File: src/rtl/pipe_ctrl_unit_pkg.sv
// pipe_ctrl_unit_pkg: opcodes, ALUOp codes, control-word layout and FSM states for the ID-stage control unit.
package pipe_ctrl_unit_pkg;
   localparam logic [5:0] OP_R    = 6'h00;
   localparam logic [5:0] OP_J    = 6'h02;
   localparam logic [5:0] OP_BEQ  = 6'h04;
   localparam logic [5:0] OP_BNE  = 6'h05;
   localparam logic [5:0] OP_ADDI = 6'h08;
   localparam logic [5:0] OP_SLTI = 6'h0A;
   localparam logic [5:0] OP_ANDI = 6'h0C;
   localparam logic [5:0] OP_ORI  = 6'h0D;
   localparam logic [5:0] OP_LUI  = 6'h0F;
   localparam logic [5:0] OP_LW   = 6'h23;
   localparam logic [5:0] OP_SW   = 6'h2B;
   localparam logic [1:0] ALU_R   = 2'b00;
   localparam logic [1:0] ALU_ADD = 2'b01;
   localparam logic [1:0] ALU_OR  = 2'b10;
   localparam logic [1:0] ALU_EXT = 2'b11;
   typedef enum logic [1:0] {S_RUN, S_STALL, S_FLUSH, S_TRAP} state_t;
   typedef struct packed {
      logic       jump;
      logic [1:0] branch;
      logic       reg_write;
      logic       alu_src;
      logic [1:0] alu_op;
      logic       reg_dst;
      logic       mem_w;
      logic       mem_r;
      logic       mem_to_reg;
   } ctrl_t;
endpackage

File: src/rtl/pipe_ctrl_unit_opcode_decode.sv
// opcode_decode: combinational opcode -> {control word, undefined flag, rt-is-source flag}.
// EXT_OPS_EN adds andi/slti/lui with ALUOp=11; without it those opcodes are undefined.
module opcode_decode
   import pipe_ctrl_unit_pkg::*;
(
   input  logic [5:0]  op,
   output logic [10:0] ctrl,
   output logic        undef,
   output logic        uses_rt
);
   ctrl_t c;
   always_comb begin
      c = '0;
      undef = 1'b0;
      case (op)
         OP_R:    begin c.reg_write = 1'b1; c.reg_dst = 1'b1; c.alu_op = ALU_R; end
         OP_ADDI: begin c.reg_write = 1'b1; c.alu_src = 1'b1; c.alu_op = ALU_ADD; end
         OP_ORI:  begin c.reg_write = 1'b1; c.alu_src = 1'b1; c.alu_op = ALU_OR; end
         OP_LW:   begin c.reg_write = 1'b1; c.alu_src = 1'b1; c.alu_op = ALU_ADD; c.mem_r = 1'b1; c.mem_to_reg = 1'b1; end
         OP_SW:   begin c.alu_src = 1'b1; c.alu_op = ALU_ADD; c.mem_w = 1'b1; end
         OP_BEQ:  c.branch = 2'b01;
         OP_BNE:  c.branch = 2'b11;
         OP_J:    c.jump = 1'b1;
`ifdef EXT_OPS_EN
         OP_ANDI, OP_SLTI, OP_LUI: begin c.reg_write = 1'b1; c.alu_src = 1'b1; c.alu_op = ALU_EXT; end
`endif
         default: undef = 1'b1;
      endcase
   end
   assign ctrl = c;
   assign uses_rt = op inside {OP_R, OP_BEQ, OP_BNE, OP_SW};
endmodule

File: src/rtl/pipe_ctrl_unit.sv
// pipe_ctrl_unit: registered ID-stage control with load-use interlock, branch flush and undefined-op trap.
// Optional EXT_OPS_EN (see opcode_decode) enables the andi/slti/lui decode.
module pipe_ctrl_unit
   import pipe_ctrl_unit_pkg::*;
#(
   parameter int REG_AW       = 5,
   parameter int STALL_CYCLES = 1,
   parameter int FLUSH_SLOTS  = 1
) (
   input  logic              clk,
   input  logic              rst_n,
   input  logic              Inst_valid,
   input  logic [31:0]       Inst,
   input  logic              Ex_MemR,
   input  logic [REG_AW-1:0] Ex_Rt,
   input  logic              BranchTaken,
   input  logic              Hold,
   input  logic              Trap_ack,
   output logic [10:0]       Ctrl,
   output logic              Ctrl_valid,
   output logic              Stall,
   output logic              Flush,
   output logic              UndefInst,
   output logic              Trap_pending
);
   state_t state;
   logic [1:0] cnt;
   logic [10:0] dec_ctrl;
   logic dec_undef, dec_uses_rt, hazard, in_run;
   logic [REG_AW-1:0] rs, rt;
   logic unused_imm;
   opcode_decode u_dec (
      .op(Inst[31:26]),
      .ctrl(dec_ctrl),
      .undef(dec_undef),
      .uses_rt(dec_uses_rt)
   );
   assign rs = Inst[25 -: REG_AW];
   assign rt = Inst[20 -: REG_AW];
   assign unused_imm = ^Inst[15:0];
   assign in_run = state == S_RUN;
   // rt only counts as a source for R-type, branches and stores
   assign hazard = Ex_MemR && Ex_Rt != '0 && (Ex_Rt == rs || (Ex_Rt == rt && dec_uses_rt));
   assign Stall = Hold || state == S_TRAP || (!BranchTaken && (state == S_STALL || (in_run && Inst_valid && hazard)));
   assign Flush = !Hold && (state == S_TRAP ? Trap_ack : (BranchTaken || state == S_FLUSH));
   always_ff @(posedge clk) begin
      if (!rst_n) begin
         state <= S_RUN;
         cnt <= 2'd0;
         Ctrl <= '0;
         Ctrl_valid <= 1'b0;
         UndefInst <= 1'b0;
         Trap_pending <= 1'b0;
      end else if (Hold) begin
         UndefInst <= 1'b0;
      end else begin
         Ctrl <= '0;
         Ctrl_valid <= 1'b0;
         UndefInst <= 1'b0;
         if (state == S_TRAP) begin
            if (Trap_ack) begin
               state <= S_RUN;
               Trap_pending <= 1'b0;
            end
         end else if (BranchTaken) begin
            state <= FLUSH_SLOTS > 1 ? S_FLUSH : S_RUN;
            cnt <= 2'(FLUSH_SLOTS - 1);
         end else if (!in_run) begin
            state <= cnt == 2'd1 ? S_RUN : state;
            cnt <= cnt - 2'd1;
         end else if (Inst_valid && hazard) begin
            state <= STALL_CYCLES > 1 ? S_STALL : S_RUN;
            cnt <= 2'(STALL_CYCLES - 1);
         end else if (Inst_valid && dec_undef) begin
            state <= S_TRAP;
            UndefInst <= 1'b1;
            Trap_pending <= 1'b1;
         end else if (Inst_valid) begin
            Ctrl <= dec_ctrl;
            Ctrl_valid <= 1'b1;
         end
      end
   end
endmodule

File: config.mk
export PLATFORM = sky130hd
export DESIGN_NAME = pipe_ctrl_unit
export DESIGN_NICKNAME = d
export VERILOG_FILES = /design/src/rtl/pipe_ctrl_unit_pkg.sv /design/src/rtl/pipe_ctrl_unit_opcode_decode.sv /design/src/rtl/pipe_ctrl_unit.sv
export SDC_FILE = /design/constraint.sdc
export NUM_CORES = 1
export LEC_CHECK = 0
export CAP_MARGIN = 20
export CORE_MARGIN = 2
export CORE_UTILIZATION = 40
export CTS_BUF_LIST = sky130_fd_sc_hd__clkbuf_8
export DETAILED_ROUTE_END_ITERATION = 7
export PLACE_DENSITY = 0.91
export SLEW_MARGIN = 20
export SYNTH_ARGS = -nofsm -noshare
export SYNTH_HDL_FRONTEND = slang
export SYNTH_HIERARCHICAL = 1
export SYNTH_SLANG_ARGS = --single-unit
File: constraint.sdc
create_clock -name clk -period 4.1 [get_ports clk]
set_input_delay 1.23 -clock clk [delete_from_list [all_inputs] [get_ports clk]]
set_output_delay 1.23 -clock clk [all_outputs]
set_load 0.02 [all_outputs]
# Yosys cells after proc, flatten, opt, wreduce, memory -nomap -nowiden
# Index checks and enable logic that the tools add are counted.
# totals
out_inout_bits,16
register_bits,18
wordCells,99
in_bits,44
# op_classes
n_bitwise,4
add_sub_neg,1
n_mux,39
eq_ne,18
n_reduce_logical,31
# ops
op,n
$mux W11,6
$mux W2,11
$mux W1,20
$eq A6 B3 Y1 const B,2
$eq A6 B4 Y1 const B,2
$eq A6 B6 Y1 const B,2
$eq A5 B5 Y1,2
$logic_and A1 B1 Y1,9
$pmux W2 S2,2
$reduce_bool A4 Y1,2
$reduce_or A4 Y1,2
$reduce_or A8 Y1,1
$eq A6 B2 Y1 const B,1
$logic_not A6 Y1,1
$reduce_and A6 Y1,1
$reduce_or A6 Y1,1
$logic_or A1 B1 Y1,5
$ne A5 B2 Y1 const B,1
$reduce_bool A5 Y1,1
$eq A2 B1 Y1 const B,2
$eq A2 B2 Y1 const B,2
$ne A2 B2 Y1 const B,2
$not A1 Y1,4
$reduce_and A4 Y1,1
8 further kinds,10

# Longest topological paths before layout
# Gate-level depths: netlist of run 1.
# depth
depth_word,10
mapped_depth,8
mapped_depth_nobuf,6

# By module
# The synthesis of run 1 kept the hierarchy.
# modules_own_cells
mod,seq_area_each_um2,cells_per_inst,n_inst,area_each_um2
pipe_ctrl_unit,300.3,95,1,878.3
opcode_decode,0.0,41,1,252.7

# Least setup slack after synthesis of run 1
# No wires, ideal clock.
# synth_timing
path_kind,input -> output
startpoint,in Inst[31]
endpoint,out Stall
t_required_ns,2.870
path_stages,8
path_slack_ns,0.183
arrival_ns,2.687
path_buffers,2
path_cell_list,clkbuf_2 -> nand3_1 -> nor4_1 -> a41o_1 -> nand2_1 -> o22ai_2 -> buf_2 -> a21o_1
# synth_between
elab_chain_cells,9
elab_cells_between_ends,12
cone_classes,eq/ne: 3; reduce/logical: 9
# synth_rtl
element,line_no,rtl
start: declaration,pipe_ctrl_unit.sv:13,"input logic [31:0] Inst,"
$eq A6 B3 Y1 (tied with other cells),pipe_ctrl_unit_opcode_decode.sv:31,"assign uses_rt = op inside {OP_R, OP_BEQ, OP_BNE, OP_SW};"
$reduce_bool A4 Y1 *,pipe_ctrl_unit_opcode_decode.sv:31,
net dec_uses_rt,pipe_ctrl_unit.sv:29,"logic dec_undef, dec_uses_rt, hazard, in_run;"
$logic_and A1 B1 Y1 *,pipe_ctrl_unit.sv:43,assign hazard = Ex_MemR && Ex_Rt != '0 && (Ex_Rt == rs || (Ex_Rt == rt && dec_uses_rt));
$logic_or A1 B1 Y1 *,pipe_ctrl_unit.sv:43,
$logic_and A1 B1 Y1 *,pipe_ctrl_unit.sv:43,
$logic_and A1 B1 Y1 *,pipe_ctrl_unit.sv:44,assign Stall = Hold || state == S_TRAP || (!BranchTaken && (state == S_STALL || (in_run && Inst_valid && hazar ...
$logic_or A1 B1 Y1 *,pipe_ctrl_unit.sv:44,
$logic_and A1 B1 Y1 *,pipe_ctrl_unit.sv:44,
$logic_or A1 B1 Y1 *,pipe_ctrl_unit.sv:44,
end: declaration,pipe_ctrl_unit.sv:21,"output logic Stall,"
# The timed path passes the listed nets; every way through them passes the cells marked *.

# Worst setup path after layout of run 1
# layout_timing
startpoint,in Inst[26]
endpoint,out Stall
# The elaborated chain is that of the path after synthesis.

==> metrics.md, run 1 <==
| Metric | Value |
|---|---|
| Most common library cell in the layout ignoring fill and taps | clkdlybuf4s50_1 |
| DP HPWL | 2.567 mm |
| Clk Latency, worst-skew pair | 0.25 ns |
| P&R area growth vs syn | 52.54% |
| Global Route Usage Sum | 0.2112 |
| Ys async rst share | 0 |
| Worst path slowest cell | clkdlybuf4s50_1 |
| Required time worst endpoint | ~2.9 ns |
| Num Clock Sinks | 15 |
| Worst slew margin | 0.5425 |
| Port Buf Inserts | 43 |
| P per Cell Area | between 200 and 250 nW/um^2 |
| DRT Wirelength | 3.294 mm |
| Hold_buf cts | 0 |
| Die Span X | 57.18 um |
| Outcome | finished clean |
| Crit path launch type | input pin |
| Reg2reg start | state[0] |
| Cell taking the most area after synthesis | dfxtp_1 |
| Max incr delay on CP | 0.50 ns |
| Post-route ant nets | 0 |
| Setup slack after layout | 0.09468 ns |
| Final setup vio count | 0 |
| Reg2Reg Capture Point | Ctrl[5] |
| Overflow after GRT | 0 |
| Arr. time, crit path | 2.78 ns |
| Critical setup path kind | in -> out |
| Share of the synthesized area in the top cell type | 0.2655 |
| RSZ-0062 raised after global routing | false |
| Core area | about 2700 sq um |
| CTS tree | built |
| Final nets | approximately 240 |
| Total setup buffers inserted after CTS | 0 |
| Row count | 19 |
| LEAKAGE | 0.6373 nW |
| Largest net degree at the start of global routing | 25 |
| Worst-path fanout max | 3 |
| Reg-to-reg setup timing slack | 2.59 ns |
| CTS Root Cell | clkbuf_8 |
| IO Count | 60 |
| Pre-CTS setup slack | -0.3793 ns |
| DRT Pass-1 Iters | 4 |
| CTS Buf Count | 3 |
| Path depth of the worst reg2reg path | 5 |
| Most frequent cells in the layout | 42 x clkdlybuf4s50_1, 21 x buf_4, 18 x nand2_1 |
| Worst hold start | Ctrl[1] |
| Pins over their slew limit | 0 |
| Number of global-route vias before repair | between 1,000 and 1,500 |
| Die area | between 3000 and 4000 sq um |
| Tightest Hold Check Type | reg -> reg |
| First-pass GRT wire length | 5.471 mm |
| WHS Endpoint | Ctrl[1] |
| Hold-critical path depth | 2 |
| Final design utilization | 0.6367 |
| Post-route minimum period | between 4 and 5 ns |
| Avg Inst Size Synth | 8.317 sq um |
| Largest cells by area after synthesis | dfxtp_1 27%, a32oi_1 9.3%, xnor2_1 7.7% |
| Routed vias | 1,232 |
| Syn Nets | 180 |
| VDD IR max | about 0.00023 V |
| Die span in y | ~57 um |
| Final Skew | 0.005998 ns |
| Synth cell types | 47 |
| Number of synthesized flops with an enable pin | 0 |
| Clock Pin Slew Worst Setup and Hold Paths | 0.05 ns |
| Top delay family on crit path | buffers and inverters |
| Ys Warns | 6 |
| H-tree depth | 1 |
| Period utilization | 0.9769 |
| Layout cell share with drive strength beyond 1 | 0.2073 |
| Via/cell ratio | 5.500 |
| Initial DRC Count | 49 |
| ANT cells | 0 |
| Fin. Hold Viols | 0 |
| Worst Tran Pin Value | approximately 0.68 ns |
| Fmax | roughly 0.25 GHz |
| Register area share after synthesis | 0.2655 |
| Starting Density | 0.4174 |
| GPL Wtd Cong | 0.8191 |
| Average wire per standard cell | 14.71 um |
| CTS Buffer Depth | 2 |
| CP bufs+invs | 3 |
| Worst Setup End Kind | primary output |
| Most common flop cell mapped by yosys | dfxtp_1 |
| Initial antenna violation count | 0 |
| Synth Cell Area | around 1100 sq um |
| Max_cap viols | 0 |
| Crit path cell chain | clkdlybuf4s50_1 -> buf_4 -> or2b_1 -> a41o_1 -> nand2_1 -> o22ai_2 -> a21o_1 -> buf_2 |
| # DRC | 0 |
| Synth Register Bits | 15 |
| Cells after Synth | 136 |
through the flow:
step	hold slack [ns]	power, W	instance area (sq um)	instances	setup TNS [ns]
finish	0.4695	0.0003761	1725	224	0
global route	0.4900	0.0003920	1725	224	0
CTS	0.4752	0.0003769	1725	224	0
detailed placement	0.4593	0.0002621	1679	220	-0.3793
global placement	0.4466	0.0002585	1679	220	-0.3773
floorplan	0.5172	0.0002067	1131	136	0
worst max-delay path by stage:
stage              from     to  slack [ns]  cells after the start
6_report       Inst[26]  Stall        0.09                      8
2_1_floorplan  Inst[31]  Stall        0.18                      8
5_1_grt        Inst[29]  Stall       0.009                      8
3_5_place_dp   Inst[29]  Stall       -0.38                      8
3_3_place_gp   Inst[26]  Stall       -0.38                      8
4_1_cts        Inst[26]  Stall        0.09                      8
cells by family (layout without fill, tap and decap cells):
| kind of cell | count (synthesis) | count (layout) | share of synthesized area |
|---|---|---|---|
| and+or+nand+nor | 52 | 52 | 0.2511 |
| DFF | 15 | 15 | 0.2655 |
| AOI/OAI and AO/OA | 39 | 39 | 0.2954 |
| xor gates and xnor gates | 10 | 10 | 0.07743 |
| muxes | 1 | 1 | 0.008850 |
| buffers and inverters | 18 | 75 | 0.09291 |
| adders and majority gates | 1 | 1 | 0.008850 |
synth_stat cells (2+ instances only):
| cell | count |
|---|---|
| o21ai_0 | 4 |
| nor2b_1 | 3 |
| o21ai_2 | 6 |
| dfxtp_1 | 15 |
| nand3_1 | 4 |
| a32oi_1 | 12 |
| nor4_1 | 3 |
| o21ai_1 | 2 |
| nand2b_1 | 2 |
| nor2_1 | 9 |
| o32ai_1 | 2 |
| xnor2_1 | 10 |
| nand4_1 | 2 |
| buf_2 | 5 |
| buf_6 | 2 |
| nand2_1 | 18 |
| inv_1 | 7 |
where the power goes:
group,internal (W),switching [W]
Clock,0.0000663,0.0000502
Combinational,0.0000594,0.0000492
Sequential,0.000148,0.00000271
Total,0.000274,0.000102
per-layer routing:
layer / wire [um] / vias to the layer above / GRT usage
met5: 0 / - / 0
met1: 1365 / 583 / 0.2528
met3: 113 / 6 / 0.05669
li1: - / 615 / -
met4: 42 / 0 / 0.05648
met2: 1773 / 28 / 0.3727
sequential cells by signal, indices dropped and copies added, names as in the netlist:
register      count
UndefInst         1
Ctrl_valid        1
Ctrl             11
state             1
Trap_pending      1
layout make-up:
cell class / count / area, sq um
Fill cell: 243 / 984.7
Inverter: 7 / 26.28
Timing Repair Buffer: 64 / 583.1
Clock buffer: 3 / 41.29
Sequential cell: 15 / 300.3
Clock inverter: 1 / 3.754
Multi-Input combinational cell: 103 / 732.0
Tap cell: 31 / 38.79
what timing repair did:
action / in CTS / in global routing
resized for setup: 5 / 0
hold endpoints to repair: 0 / 0
setup endpoints to repair: 1 / 0
tightest hold or removal path: cells and delay by family, from the launching register on:
family	cells	cell delay (ns)
AO/OA/AOI/OAI	2	0.12
flip-flops	1	0.32
(Power assumes the default switching activity.)
==> run 2, diff against run 1 <==
- CORE_UTILIZATION: 40 -> 43
- CTS_CLUSTER_SIZE: unset -> 40
- PLACE_DENSITY: 0.91 -> 0.95
- clock period: 4.1 -> 4.9 ns (I/O delays scaled with it)
==> run 2 against run 1 <==
Sequential power down 17%. Worst setup slack improved by 0.29 ns. Sequential share of layout area increased by 0.22 points. Cell area decreased by 1.2%. First-iteration DRC count decreased by 39%. Highest routed layer unchanged. Clock skew decreased by 0.0053 ns. Critical endpoint unchanged. Clock-buffer cell count unchanged. Total power decreased by 15%.
==> metrics.md, run 2 (synthesis results as in run 1) <==
| Metric | Value |
|---|---|
| Period utilization | 0.9214 |
| Row count | 18 |
| Arr. time, crit path | about 3 ns |
| Final setup vio count | 0 |
| Fmax | around 0.22 GHz |
| Post-route ant nets | 0 |
| # DRC | 0 |
| Die span in y | 55.29 um |
| Sw power | 0.00008980 W |
| Routed vias | 1,263 |
| GPL Wtd Cong | 0.9704 |
| Crit path cell chain | clkdlybuf4s50_1 -> or4_4 -> o211ai_4 -> nor2_1 -> a21o_1 -> dlymetal6s2s_1 |
| Via/cell ratio | roughly 5.8 |
| Critical setup path kind | in -> out |
| Seq pwr share | 0.397 |
| Final nets | 233 |
| H-tree depth | 1 |
| VDD IR max | between 0.00015 and 0.0002 V |
| Final Skew | 0.0006679 ns |
| P&R area growth vs syn | 50.66% |
| Final instance area | 1704 sq um |
| Layout cell share with drive strength beyond 1 | 0.1862 |
| Clock Pin Slew Worst Setup and Hold Paths | 0.06 ns |
| Port Buf Inserts | 43 |
| Int Pwr | 0.0002283 W |
| DRT Pass-1 Iters | 4 |
| Pins over their slew limit | 0 |
| CTS Buf Count | 3 |
| LEAKAGE | approximately 0.62 nW |
| Worst-path fanout max | 2 |
| Core area | 2477 sq um |
| Number of flip-flops in the largest register | 11 |
| Max incr delay on CP | approximately 0.56 ns |
| Die area | between 3000 and 4000 sq um |
| Most common library cell in the layout ignoring fill and taps | clkdlybuf4s50_1 |
| ANT cells | 0 |
| Starting Density | 0.4566 |
| DP HPWL | 2.463 mm |
| P per Cell Area | 186.7 nW/um^2 |
| Average wire per standard cell | 14.44 um |
| CTS Root Cell | clkbuf_8 |
| Initial antenna violation count | 0 |
| Switch share | 0.2823 |
| CTS tree | built |
| PnR Total Power | 0.0003181 W |
| First-pass GRT wire length | approximately 5.6 mm |
| Clk pwr share | 0.321 |
| Die Span X | 55.29 um |
| Worst Setup End Kind | primary output |
| Hold_buf cts | 0 |
| Post-route insts no fill | 218 |
| Tightest Hold Check Type | reg -> reg |
| DRT Wirelength | about 3.1 mm |
| RSZ-0062 raised after global routing | false |
| Number of global-route vias before repair | 1,250 |
| Clk Latency, worst-skew pair | 0.25 ns |
| Initial DRC Count | 30 |
| Most frequent cells in the layout | 42 x clkdlybuf4s50_1, 18 x nand2_1, 16 x buf_4 |
| Top reg by flops | Ctrl |
| Post-route minimum period | 4.515 ns |
| Combinational Power Share | 0.282 |
| Largest net degree at the start of global routing | 25 |
| Worst path slowest cell | or4_4 |
| Worst Tran Pin Value | between 0.6 and 0.7 ns |
| Placed Cells | 214 |
| CTS Buffer Depth | 2 |
| IO Count | 60 |
| Required time worst endpoint | 3.43 ns |
| Post-DP Area | 1640 sq um |
| Global Route Usage Sum | 0.2178 |
| Overflow after GRT | 0 |
| Fin. Hold Viols | 0 |
| Final design utilization | 0.6879 |
| Outcome | finished clean |
| Max_cap viols | 0 |
| Worst slew margin | 0.5888 |
| Crit path launch type | input pin |
| Num Clock Sinks | 15 |
==> run 2: cell count changes in the layout (fill, tap and decap cells not counted) <==
cell / before / now
nor4_4: 0 / 1
inv_1: 8 / 7
clkinv_2: 0 / 1
buf_4: 21 / 16
dlymetal6s2s_1: 0 / 1
nor4_2: 1 / 0
buf_2: 1 / 0
==> run 2: critical path: cells and delay by family <==
family                 cells  cell delay [ns]
and+or+nand+nor            2             0.62
buffers and inverters      2             0.62
AOI/OAI and AO/OA          2             0.35
==> run 2: stage by stage <==
| stage | TNS (ns) | worst slack (ns) | hold WS [ns] |
|---|---|---|---|
| final | 0 | 0.3849 | 0.4746 |
| after global routing | 0 | 0.3395 | 0.4904 |
| after CTS | 0 | 0.03990 | 0.4714 |
| after detailed placement | -0.02414 | -0.02414 | 0.4562 |
| after global placement | -0.02660 | -0.02660 | 0.4486 |
| after floorplan | 0 | 0.5030 | 0.5172 |
==> run 2: repair_timing <==
action                     4_1_cts  5_1_grt
cloned                           0        0
setup endpoints to repair        1        1
resized for setup                1        2
buffers inserted                 0        0
==> run 2: layout make-up <==
cell class,count,area [sq um]
clock buffers,3,41.29
clock inverters,1,5.005
fillers,198,773.2
inverters,7,26.28
multi-input cells,103,740.7
flip-flops and latches,15,300.3
well taps,30,37.54
repair buffers,59,553.0
==> run 2: layer usage <==
layer | routed length, um | vias up | track usage | share of wire
li1 | - | 610 | - | -
met1 | 1197 | 579 | 0.2378 | 0.38
met2 | 1659 | 62 | 0.4099 | 0.53
met3 | 196 | 12 | 0.03747 | 0.062
met4 | 95 | 0 | 0.08711 | 0.030
met5 | 0 | - | 0 | 0
==> run 2: final timing paths <==
kind	startpoint	to	slack, ns	cells after the start
setup / recovery	Ex_Rt[1]	Stall	0.38	6
hold / removal	Ctrl[0]	Ctrl[0]	0.47	2
hold reg to reg	Ctrl[0]	Ctrl[0]	0.47	2
setup reg to reg	state[0]	Ctrl[3]	3.41	5
==> run 2: power by group through the flow <==
| stage | Sequential (W) | Combinational (W) | Clock, W |
|---|---|---|---|
| 2_1_floorplan | 0.000130 | 0.0000426 | 0 |
| 3_3_place_gp | 0.000129 | 0.0000836 | 0 |
| 3_5_place_dp | 0.000129 | 0.0000879 | 0 |
| 4_1_cts | 0.000126 | 0.0000890 | 0.000104 |
| 5_1_grt | 0.000127 | 0.0000967 | 0.000109 |
| 6_report | 0.000126 | 0.0000897 | 0.000102 |
==> RTL change (flow settings as in run 1) <==
`REG_AW`: 5 -> 6.
--- a/src/rtl/pipe_ctrl_unit.sv
+++ b/src/rtl/pipe_ctrl_unit.sv
@@ -4,5 +4,5 @@
    import pipe_ctrl_unit_pkg::*;
 #(
-   parameter int REG_AW       = 5,
+   parameter int REG_AW       = 6,
    parameter int STALL_CYCLES = 1,
    parameter int FLUSH_SLOTS  = 1
Interface: changed (resized Ex_Rt); port bits go from 60 to 61. No check against the original RTL was run, so the function may have changed too.
==> RTL change against run 1 <==
Routed wire length is 8.5% higher. Power is 2.7% higher. Sequential cell count stayed put. Cell count is 1.8% higher. Design area is 5.0% higher. Non-clock buffer count is 3 higher. Combinational power is 5% higher. Hold slack worse by 2.2 ps. Synthesized area is 2.7% higher. Setup slack worse by 65 ps. Fmax is 1.6% lower.
==> RTL change: results (changes against run 1) <==
* Status: complete, no violations (unchanged)
* Wirelength, routed at 3580 µm (was 3290 µm)
* Filler Cells Inserted at 225 (was 243)
* Area contributors post-synth: dfxtp_1, a32oi_1, xnor2_1, nand2_1, o21ai_2 (unchanged)
* DRT iter0 DRCs at 78 (was 49)
* TritonRoute pass-1 iters at 4 (unchanged)
* Post-DP HPWL at 2530 µm (was 2570 µm)
* H-tree depth at 1 (unchanged)
* Clk_lat worst skew at 250 ps (about the same)
* Synth Instances at 138 (was 136)
* Clk pin slew, worst setup/hold paths at 60 ps
* Hold Path Origin: Ctrl[10]$_SDFFE_PN0N_ (was Ctrl[1]$_SDFFE_PN0N_)
* Post-synthesis sequential area ratio at 25.9% (was 26.5%)
* CP Max Fanout at 2 (was 3)
* Critical Path AT at 2840 ps (was 2780 ps)
* R2r endpoint: Ctrl[0]$_SDFFE_PN0N_ (was Ctrl[5]$_SDFFE_PN0N_)
* Top post-synthesis cells by count: nand2_1, dfxtp_1, a32oi_1, xnor2_1, nor2_1 (was nand2_1, dfxtp_1, a32oi_1)
* Placed instance count at 222 (was 220)
* Fin nets at 243 (was 238)
* Lkg Pwr at 0.709 nW (was 0.637 nW)
* Min-Delay Endpoint: Ctrl[10]$_SDFFE_PN0N_ (was Ctrl[1]$_SDFFE_PN0N_)
* Root buffer cell: clkbuf_8 (unchanged)
* Biggest register: Ctrl (unchanged)
* Main synth FF type: dfxtp_1 (unchanged)
* Share of layout cells above drive strength 1 at 22.8% (was 20.7%)
* Worst reg-to-reg path cell count at 5 (unchanged)
* First-pass GRT wire length at 5490 µm (was 5470 µm)
* Mux cell area share after synthesis at 0.862% (was 0.885%)
* Vias in the first global route at 1237 (was 1233)
* Cts bufs inserted at 3 (unchanged)
* Relative slew slack at 57.4% (was 54.3%)
* Synth Net Count at 183 (was 180)
* Worst Hold Depth at 2 (unchanged)
* Max reg flops at 11 (unchanged)
* CTS Buffer Depth at 2 (unchanged)
* Antenna cells at 0 (unchanged)
* Worst Hold Class: flop to flop (unchanged)
* Post-Synth XOR/XNOR Area at 9.05% (was 7.74%)
* Syn. warnings at 6 (unchanged)
* Tot GR Track Use at 21.1% (about the same)
* WL/cell at 15.7 µm (was 14.7 µm)
* FFs w/ async S/R, synth at 0% (unchanged)
* Max cap viols at 0 (unchanged)
* Initial antenna violation count at 0 (unchanged)
* Final GP Congestion at 0.884 (was 0.819)
* Startpoint of the worst register-to-register path: state[0]$_SDFFE_PN0P_ (unchanged)
* Fraction of the mapped netlist area in adder cells at 0.862% (was 0.885%)
* Via/cell ratio at 5.59 (was 5.50)
* Synth cell types at 48 (was 47)
* Pin count of the biggest net entering global routing at 25 (unchanged)
* Area after DPL at 1720 µm² (was 1680 µm²)
* Synth Area in Compound Gates at 29.2% (was 29.5%)
* Reg2Reg Setup Slack at 2480 ps (was 2590 ps)
* IO Port Bufs at 45 (was 43)
* Max VDD drop at 190 µV (was 226 µV)
* Setup Skew at 5.08 ps (was 6.00 ps)
* Switching share of power at 28.5% (was 27.1%)
RTL change: logic make-up after synthesis:
kind of cell / count (synthesis)
DFF: 15
muxes: 1
xor gates and xnor gates: 12
buffers and inverters: 19
AOI/OAI and AO/OA: 39
adders and majority gates: 1
and+or+nand+nor: 51
RTL change: stage by stage:
step | setup WS [ps] | hold WS [ps] | setup TNS, ps
after global routing | 5.07 | 496 | 0
after CTS | 6.87 | 470 | 0
after floorplan | 69.9 | 514 | 0
after detailed placement | -494 | 456 | -494
final | 29.3 | 467 | 0
after global placement | -519 | 451 | -519
RTL change: worst max-delay path, cell delays in order:
cell	delay, ps
clkdlybuf4s50_1	420
or4_4	500
o311ai_4	290
nor2_1	60
a21o_1	200
buf_6	130
RTL change: worst max-delay path by stage:
stage | start | to | slack (ps)
after floorplan | Inst[31] | Stall | 70
after detailed placement | Inst[29] | Stall | -490
after global placement | Inst[29] | Stall | -520
after CTS | Inst[28] | Stall | 7
final | Ex_Rt[2] | Stall | 30
after global routing | Ex_Rt[2] | Stall | 5
RTL change: power by group through the flow:
| stage | clock, mW | combinational [mW] | sequential, mW |
|---|---|---|---|
| 6_report | 0.121 | 0.114 | 0.151 |
| 5_1_grt | 0.134 | 0.121 | 0.151 |
| 4_1_cts | 0.122 | 0.112 | 0.151 |
| 3_5_place_dp | 0 | 0.110 | 0.154 |
| 3_3_place_gp | 0 | 0.106 | 0.154 |
| 2_1_floorplan | 0 | 0.0520 | 0.155 |
RTL change: repair_timing:
item	in CTS	in global routing
resized for setup	11	7
setup endpoints to repair	1	1
hold buffers	0	0
buffers inserted	1	1
pin swaps	3	5
RTL change: per-layer routing:
layer / up-vias / part of all wire [%] / routed length (µm) / track usage (%)
li1: 626 / - / - / -
met3: 10 / 5.0 / 180 / 2.01
met2: 47 / 53 / 1900 / 38.3
met5: - / 0 / 0 / 0
met4: 0 / 2.3 / 84 / 8.64
met1: 591 / 39 / 1410 / 25.3
RTL change: layout make-up:
class / instances / area [µm²] / share of cell area, %
multi-input combinational: 104 / 776 / 42.8
timing repair buffer: 67 / 626 / 34.5
clock buffer: 3 / 41.3 / 2.28
tap: 31 / 38.8 / 2.14
inverter: 7 / 26.3 / 1.45
sequential: 15 / 300 / 16.6
clock inverter: 1 / 3.75 / 0.207
